==> src/rtl/pbs_pkg.sv <==
`default_nettype none
// ============================================================================
// Module      : pbs_pkg
// Description : Shared op codes and helper functions for the pipelined
//               barrel shifter.
// Revision    : 1.0 - initial release
// ============================================================================
package pbs_pkg;

  // Widest operand the helpers support
  localparam int MAX_W = 64;

  localparam logic [2:0] OP_SRL = 3'b000;
  localparam logic [2:0] OP_SRA = 3'b001;
  localparam logic [2:0] OP_SR1 = 3'b010;
  localparam logic [2:0] OP_ROR = 3'b011;
  localparam logic [2:0] OP_SLL = 3'b100;
  localparam logic [2:0] OP_SL1 = 3'b101;
  localparam logic [2:0] OP_ROL = 3'b110;
  localparam logic [2:0] OP_RSV = 3'b111;

  // Reverse the low w bits of x; bits at and above w come back as zero
  function automatic logic [MAX_W-1:0] bitrev(input logic [MAX_W-1:0] x, input int w);
    logic [MAX_W-1:0] r;
    r = '0;
    for (int j = 0; j < MAX_W; j++) begin
      if (j < w) r[j] = x[w-1-j];
    end
    return r;
  endfunction

  // Bit shifted in from the top of the (possibly reversed) operand
  function automatic logic fill_bit(input logic [2:0] op, input logic msb);
    logic f;
    case (op)
      OP_SRA:         f = msb;
      OP_SR1, OP_SL1: f = 1'b1;
      default:        f = 1'b0;
    endcase
    return f;
  endfunction

endpackage
`default_nettype wire

==> src/rtl/pbs_stage.sv <==
`default_nettype none
// ============================================================================
// Module      : pbs_stage
// Description : One right-shift mux row (distance 2^STAGE) plus its pipeline
//               register. Rotate wraps the low bits, otherwise the carried
//               fill bit is shifted in.
// Revision    : 1.0 - initial release
// ============================================================================
module pbs_stage
  import pbs_pkg::*;
#(
  parameter int WIDTH = 32,
  parameter int SHW   = 5,
  parameter int STAGE = 0
) (
  input  logic             clk,
  input  logic             rst_n,
  input  logic             advance,
  input  logic             in_valid,
  input  logic [WIDTH-1:0] in_data,
  input  logic [SHW-1:0]   in_shamt,
  input  logic             in_fill,
  input  logic             in_rot,
  input  logic             in_left,
  input  logic             in_err,
  output logic             out_valid,
  output logic [WIDTH-1:0] out_data,
  output logic [SHW-1:0]   out_shamt,
  output logic             out_fill,
  output logic             out_rot,
  output logic             out_left,
  output logic             out_err
);

  localparam int DIST = 1 << STAGE;

  logic [WIDTH-1:0] data_d;
  logic [WIDTH-1:0] data_q;
  logic [SHW-1:0]   shamt_q;
  logic             valid_q, fill_q, rot_q, left_q, err_q;

  // Mux row: shift right by DIST when this stage's shift-amount bit is set
  always_comb begin
    data_d = in_data;
    if (in_shamt[STAGE]) begin
      if (in_rot) data_d = {in_data[DIST-1:0], in_data[WIDTH-1:DIST]};
      else        data_d = {{DIST{in_fill}}, in_data[WIDTH-1:DIST]};
    end
  end

  // Stage register; the whole pipeline moves together on advance
  always_ff @(posedge clk or negedge rst_n) begin
    if (!rst_n) begin
      valid_q <= 1'b0;
      data_q  <= '0;
      shamt_q <= '0;
      fill_q  <= 1'b0;
      rot_q   <= 1'b0;
      left_q  <= 1'b0;
      err_q   <= 1'b0;
    end else if (advance) begin
      valid_q <= in_valid;
      data_q  <= data_d;
      shamt_q <= in_shamt;
      fill_q  <= in_fill;
      rot_q   <= in_rot;
      left_q  <= in_left;
      err_q   <= in_err;
    end
  end

  assign out_valid = valid_q;
  assign out_data  = data_q;
  assign out_shamt = shamt_q;
  assign out_fill  = fill_q;
  assign out_rot   = rot_q;
  assign out_left  = left_q;
  assign out_err   = err_q;

endmodule
`default_nettype wire

==> src/rtl/pipelined_barrel_shifter.sv <==
`default_nettype none
// ============================================================================
// Module      : pipelined_barrel_shifter
// Description : Pipelined barrel shifter, one registered stage per shift bit.
//               Left ops run through the right-shift pipe on a bit-reversed
//               operand. Valid/ready handshake with global stall.
// Revision    : 1.0 - initial release
// ============================================================================
module pipelined_barrel_shifter
  import pbs_pkg::*;
#(
  parameter int WIDTH = 32,
  parameter int SHW   = $clog2(WIDTH)
) (
  input  logic             clk,
  input  logic             rst_n,
  input  logic             in_valid,
  output logic             in_ready,
  input  logic [WIDTH-1:0] in_data,
  input  logic [SHW-1:0]   in_shamt,
  input  logic [2:0]       in_op,
  output logic             out_valid,
  input  logic             out_ready,
  output logic [WIDTH-1:0] out_data,
  output logic             out_err
);

  // Index 0 is the entry (combinational); index k is the output of the k-th register
  logic             p_valid [0:SHW];
  logic [WIDTH-1:0] p_data  [0:SHW];
  logic [SHW-1:0]   p_shamt [0:SHW];
  logic             p_fill  [0:SHW];
  logic             p_rot   [0:SHW];
  logic             p_left  [0:SHW];
  logic             p_err   [0:SHW];

  logic             w_advance;
  logic [WIDTH-1:0] w_entry_data;
  logic [SHW-1:0]   w_entry_shamt;
  logic             w_entry_fill, w_entry_rot, w_entry_left, w_entry_err;
  logic             w_tail_unused;

  assign w_advance = !p_valid[SHW] | out_ready;
  assign in_ready  = w_advance;

  // Entry: classify op, pre-reverse left ops, pick fill bit, neutralise reserved op
  always_comb begin
    w_entry_err   = (in_op == OP_RSV);
    w_entry_left  = (in_op == OP_SLL) || (in_op == OP_SL1) || (in_op == OP_ROL);
    w_entry_rot   = (in_op == OP_ROR) || (in_op == OP_ROL);
    w_entry_fill  = fill_bit(in_op, in_data[WIDTH-1]);
    w_entry_shamt = w_entry_err ? '0 : in_shamt;
    w_entry_data  = in_data;
    if (w_entry_left) w_entry_data = WIDTH'(bitrev(MAX_W'(in_data), WIDTH));
  end

  assign p_valid[0] = in_valid;
  assign p_data[0]  = w_entry_data;
  assign p_shamt[0] = w_entry_shamt;
  assign p_fill[0]  = w_entry_fill;
  assign p_rot[0]   = w_entry_rot;
  assign p_left[0]  = w_entry_left;
  assign p_err[0]   = w_entry_err;

  // Largest distance first: register k handles shift bit SHW-1-k
  for (genvar k = 0; k < SHW; k++) begin : g_stage
    pbs_stage #(
      .WIDTH (WIDTH),
      .SHW   (SHW),
      .STAGE (SHW - 1 - k)
    ) u_stage (
      .clk       (clk),
      .rst_n     (rst_n),
      .advance   (w_advance),
      .in_valid  (p_valid[k]),
      .in_data   (p_data[k]),
      .in_shamt  (p_shamt[k]),
      .in_fill   (p_fill[k]),
      .in_rot    (p_rot[k]),
      .in_left   (p_left[k]),
      .in_err    (p_err[k]),
      .out_valid (p_valid[k+1]),
      .out_data  (p_data[k+1]),
      .out_shamt (p_shamt[k+1]),
      .out_fill  (p_fill[k+1]),
      .out_rot   (p_rot[k+1]),
      .out_left  (p_left[k+1]),
      .out_err   (p_err[k+1])
    );
  end

  // Shift amount, fill and rotate flag are spent once the last stage is done
  assign w_tail_unused = ^{p_shamt[SHW], p_fill[SHW], p_rot[SHW]};

  // Exit: undo the entry reversal for left ops
  assign out_valid = p_valid[SHW];
  assign out_err   = p_err[SHW];
  assign out_data  = p_left[SHW] ? WIDTH'(bitrev(MAX_W'(p_data[SHW]), WIDTH)) : p_data[SHW];

endmodule
`default_nettype wire

==> config.mk <==
export PLATFORM = sky130hd
export DESIGN_NAME = pipelined_barrel_shifter
export DESIGN_NICKNAME = d
export VERILOG_FILES = /design/src/rtl/pbs_pkg.sv /design/src/rtl/pbs_stage.sv /design/src/rtl/pipelined_barrel_shifter.sv
export SDC_FILE = /design/constraint.sdc
export NUM_CORES = 1
export LEC_CHECK = 0
export ABC_AREA = 1
export BUFFER_PORTS_ARGS = -buffer_cell sky130_fd_sc_hd__buf_4
export CAP_MARGIN = 20
export CORE_ASPECT_RATIO = 1.2
export CORE_MARGIN = 3
export CORE_UTILIZATION = 33
export CTS_BUF_LIST = sky130_fd_sc_hd__clkbuf_8
export DETAILED_ROUTE_END_ITERATION = 8
export GPL_TIMING_DRIVEN = 0
export PLACE_DENSITY_LB_ADDON = 0.12
export SLEW_MARGIN = 20
export SYNTH_ARGS = -nofsm -noshare
export SYNTH_HDL_FRONTEND = slang
export SYNTH_SLANG_ARGS = --single-unit
==> constraint.sdc <==
create_clock -name clk -period 1.47 [get_ports clk]
set_input_delay 0.294 -clock clk [delete_from_list [all_inputs] [get_ports clk]]
set_output_delay 0.294 -clock clk [all_outputs]
set_load 0.02 [all_outputs]
==> impl_summary.log <==
INFO  metric r2r_slack = -0.30 ns
INFO  metric total_number_of_h_tree_levels = 4
INFO  metric dp.cells = 1743
INFO  metric final-setup-viol-count = 224
INFO  metric asyncSetResetFlopFracSynth = 1.000
INFO  metric die_x = 164.2 µm
INFO  metric fmax = 0.5377 GHz
INFO  metric ant_nets = 0
INFO  metric post_route_cells_drive_above_1_share = 0.2793
INFO  metric dp_worst_setup_slack = -0.3610 ns
INFO  metric cts.root.buffer_cell = clkbuf_8
INFO  metric timing.hold.worst_endpoint = g_stage[0].u_stage.out_shamt[2]
INFO  metric core_area = 0.02918 mm²
INFO  metric clk_latency = 0.49 ns
INFO  metric clkTransAtPathRegs = 0.09 ns
INFO  metric failed_checks = setup timing
INFO  metric tritoncts_num_sinks = 193
INFO  metric synth-edff-count = 0
INFO  metric io_buffers = 77
INFO  metric drt-wirelength-per-cell = 17.80 µm
INFO  metric cts_inserted_buffers = 17
INFO  metric power.density = 2161 mW/mm²
INFO  metric power.static_leakage = 6.679 nW
INFO  metric max-slew-margin-rel = 0.5937
INFO  metric report.final.slew_viol_count = 0
INFO  metric gp_congestion = 0.9300
INFO  metric fin_total_pwr = 0.03011 W
INFO  metric post_synth_instance_area = 0.009906 mm²
INFO  metric layoutNonFillerInstCount = 1842
INFO  metric max_root_sink_buffers = 2
INFO  metric reg2reg_to = g_stage[4].u_stage.out_data[22]
INFO  metric yosysUniqueCellTypes = 27
INFO  metric placed_area = 0.01103 mm²
INFO  metric kind_of_start_point_of_the_critical_path = register
INFO  metric insertedDiodeCount = 0
INFO  metric dp.final_hpwl = 22630 µm
INFO  metric worst_slew_pin_slew = 0.6094 ns
INFO  metric worst_hold_startpoint = in_shamt[2]
INFO  metric cp_data_required_time = 1.18 ns
INFO  metric start_util = 0.3394
INFO  metric finalNetCount = 1488
INFO  metric via_count = 9149
INFO  metric pin_count_of_the_biggest_net_entering_global_routing = 95
INFO  metric track_usage = 0.2093
INFO  metric critPathKind = reg -> out
INFO  metric worstPathArrival = 1.57 ns
INFO  metric pin_count = 79
INFO  metric chipHeight = 195.8 µm
INFO  metric seq_area = 0.004831 mm²
INFO  metric min-delay-path-class = in -> reg
INFO  metric rows = 68
INFO  metric timing.rr.start = g_stage[4].u_stage.out_valid
INFO  metric sort_of_element_at_the_end_of_the_critical_path = output pin
INFO  metric overflow = 0
INFO  metric final.period_utilization = 1.265
INFO  metric synth-main-ff-cell = dfrtp_1
INFO  metric number_of_synthesized_register_bits = 193
INFO  metric worst_ir_drop_vdd = 1093 µV
INFO  metric fillCellCount = 2879
INFO  metric route.final.wire_length = 32780 µm
INFO  metric syn_inst = 1279
INFO  metric worst_hold_path.num_cells = 2
INFO  metric clock_skew = 0.01485 ns
INFO  metric grt_setup_unrepaired = yes
INFO  metric multiInputGateArea = 0.004533 mm²
INFO  metric detail_route.drc_violations = 0
INFO  metric floorplan.die_area = 0.03214 mm²
INFO  metric synth.net_count = 1323
INFO  metric outcome = complete, but fails checks
INFO  metric synth.yosys.warnings = 0
INFO  metric synthToLayoutAreaGrowth = 40.68%
INFO  metric finalHoldViolations = 0
INFO  metric cts_tree = yes
INFO  metric reg2reg_depth = 9
INFO  metric drt-initial-drc-count = 507
INFO  metric avgViaCountPerCell = 4.967
INFO  metric final_min_period = 1.860 ns
INFO  metric crit_path_max_fanout = 9
INFO  metric cap_viol_max_count = 0
INFO  metric layout.cell_area.non_filler = 0.01394 mm²
INFO  metric vias_in_the_first_global_route = 9356
INFO  metric post-route-worst-setup-slack = -0.3897 ns
INFO  metric grt_antenna_before_repair = 0
INFO  metric grt_first_pass_wirelength = 51660 µm
INFO  metric drt_pre_antenna_iters = 4
INFO  metric ys_seq_area_frac = 0.4876
INFO  metric avgSynthCellArea = 7.745 µm²
-- layout make-up --
cell class              count  area share
clock buffers              18     0.01778
multi-input cells         842      0.3253
well taps                 385     0.03457
plain buffers              89     0.07228
inverters                 153     0.04328
clock inverters            14     0.01445
repair buffers            147      0.1445
flip-flops and latches    193      0.3467
repair inverters            1    0.001167
-- what timing repair did --
item | 4_1_cts | 5_1_grt
cloned | 35 | 1
endpoints found under the setup margin | 207 | 261
resized for setup | 370 | 52
setup buffers | 26 | 6
pin swaps | 47 | 13
hold endpoints to repair | 29 | 0
hold buffers | 2 | 0
-- worst max path at each step --
stage                            startpoint                              end  cells after the start
3_3_place_gp                          rst_n  g_stage[0].u_stage.out_data[22]                      1
2_1_floorplan   g_stage[4].u_stage.out_left                     out_data[22]                      3
6_report        g_stage[4].u_stage.out_left                     out_data[11]                      4
4_1_cts        g_stage[4].u_stage.out_valid                         in_ready                      6
3_5_place_dp    g_stage[4].u_stage.out_left                      out_data[9]                      5
5_1_grt         g_stage[4].u_stage.out_left                     out_data[11]                      4
-- layout by cell type, fill, tap and decap left out, types with 20 or more instances in the layout --
master / count
nor2_1: 29
a21oi_1: 43
nand2_1: 323
buf_12: 23
clkbuf_8: 23
o21ai_2: 73
buf_16: 26
nand2_2: 50
o21ai_1: 74
buf_8: 25
dfrtp_1: 192
clkbuf_1: 20
nand3_1: 99
o211ai_1: 88
buf_6: 32
inv_1: 142
buf_4: 78
-- flip-flops by register name (all words and copies together) (netlist names) --
signal / flops
g_stage.u_stage.out_rot: 4
g_stage.u_stage.out_left: 5
g_stage.u_stage.out_fill: 4
g_stage.u_stage.out_data: 160
g_stage.u_stage.out_shamt: 10
g_stage.u_stage.out_valid: 5
g_stage.u_stage.out_err: 5
-- cells in the mapped netlist (all sizes together), types with 2 or more instances --
library cell	count	area, µm²
nand2	380	1446
clkinv	2	8.750
nor2	33	131.4
buf	60	389.1
nand3	104	520.5
a21oi	53	269.0
o21ai	161	805.8
dfrtp	193	4830
o22ai	9	56.30
inv	151	566.8
clkbuf	31	116.4
o21a	7	52.55
o211ai	88	660.6
a22o	3	26.28
a31oi	2	12.51
-- routing by layer --
metal | track usage | routed length [µm] | vias up
met5 | 0 | 0 | -
met4 | 0.07678 | 1122 | 0
met3 | 0.02788 | 895 | 53
met2 | 0.3879 | 17520 | 201
met1 | 0.2427 | 13240 | 4373
li1 | - | - | 4522
-- power by group --
part / switching [W] / internal [W] / total [W]
logic: 0.00905 / 0.00764 / 0.0167
registers: 0.00168 / 0.00782 / 0.00950
clock network: 0.00200 / 0.00193 / 0.00393
total: 0.0127 / 0.0174 / 0.0301
-- worst max-delay path, cell delays in order, from the launching register on --
cell and delay, ns:
dfrtp_2 0.44, buf_12 0.16, clkbuf_8 0.16, o21ai_1 0.16, buf_4 0.16
-- metrics by stage --
step	hold slack, ns	setup TNS (ns)	util
final	0.02674	-45.57	0.4775
after global routing	0.004599	-62.38	0.4775
after CTS	0.001613	-61.16	0.4700
after detailed placement	0.1582	-29.51	0.3779
after global placement	0.4351	-270.34	0.3758
after floorplan	-0.001591	-0.2070	-
-- logic make-up (layout without fill, tap and decap cells) --
family | count (synthesis) | after routing | share of synthesized area
buffers and inverters | 244 | 422 | 0.1091
DFF | 193 | 193 | 0.4876
and+or+nand+nor | 519 | 519 | 0.2132
AOI/OAI and AO/OA | 323 | 323 | 0.1901
Note: power is estimated with default switching activity, not from simulation.
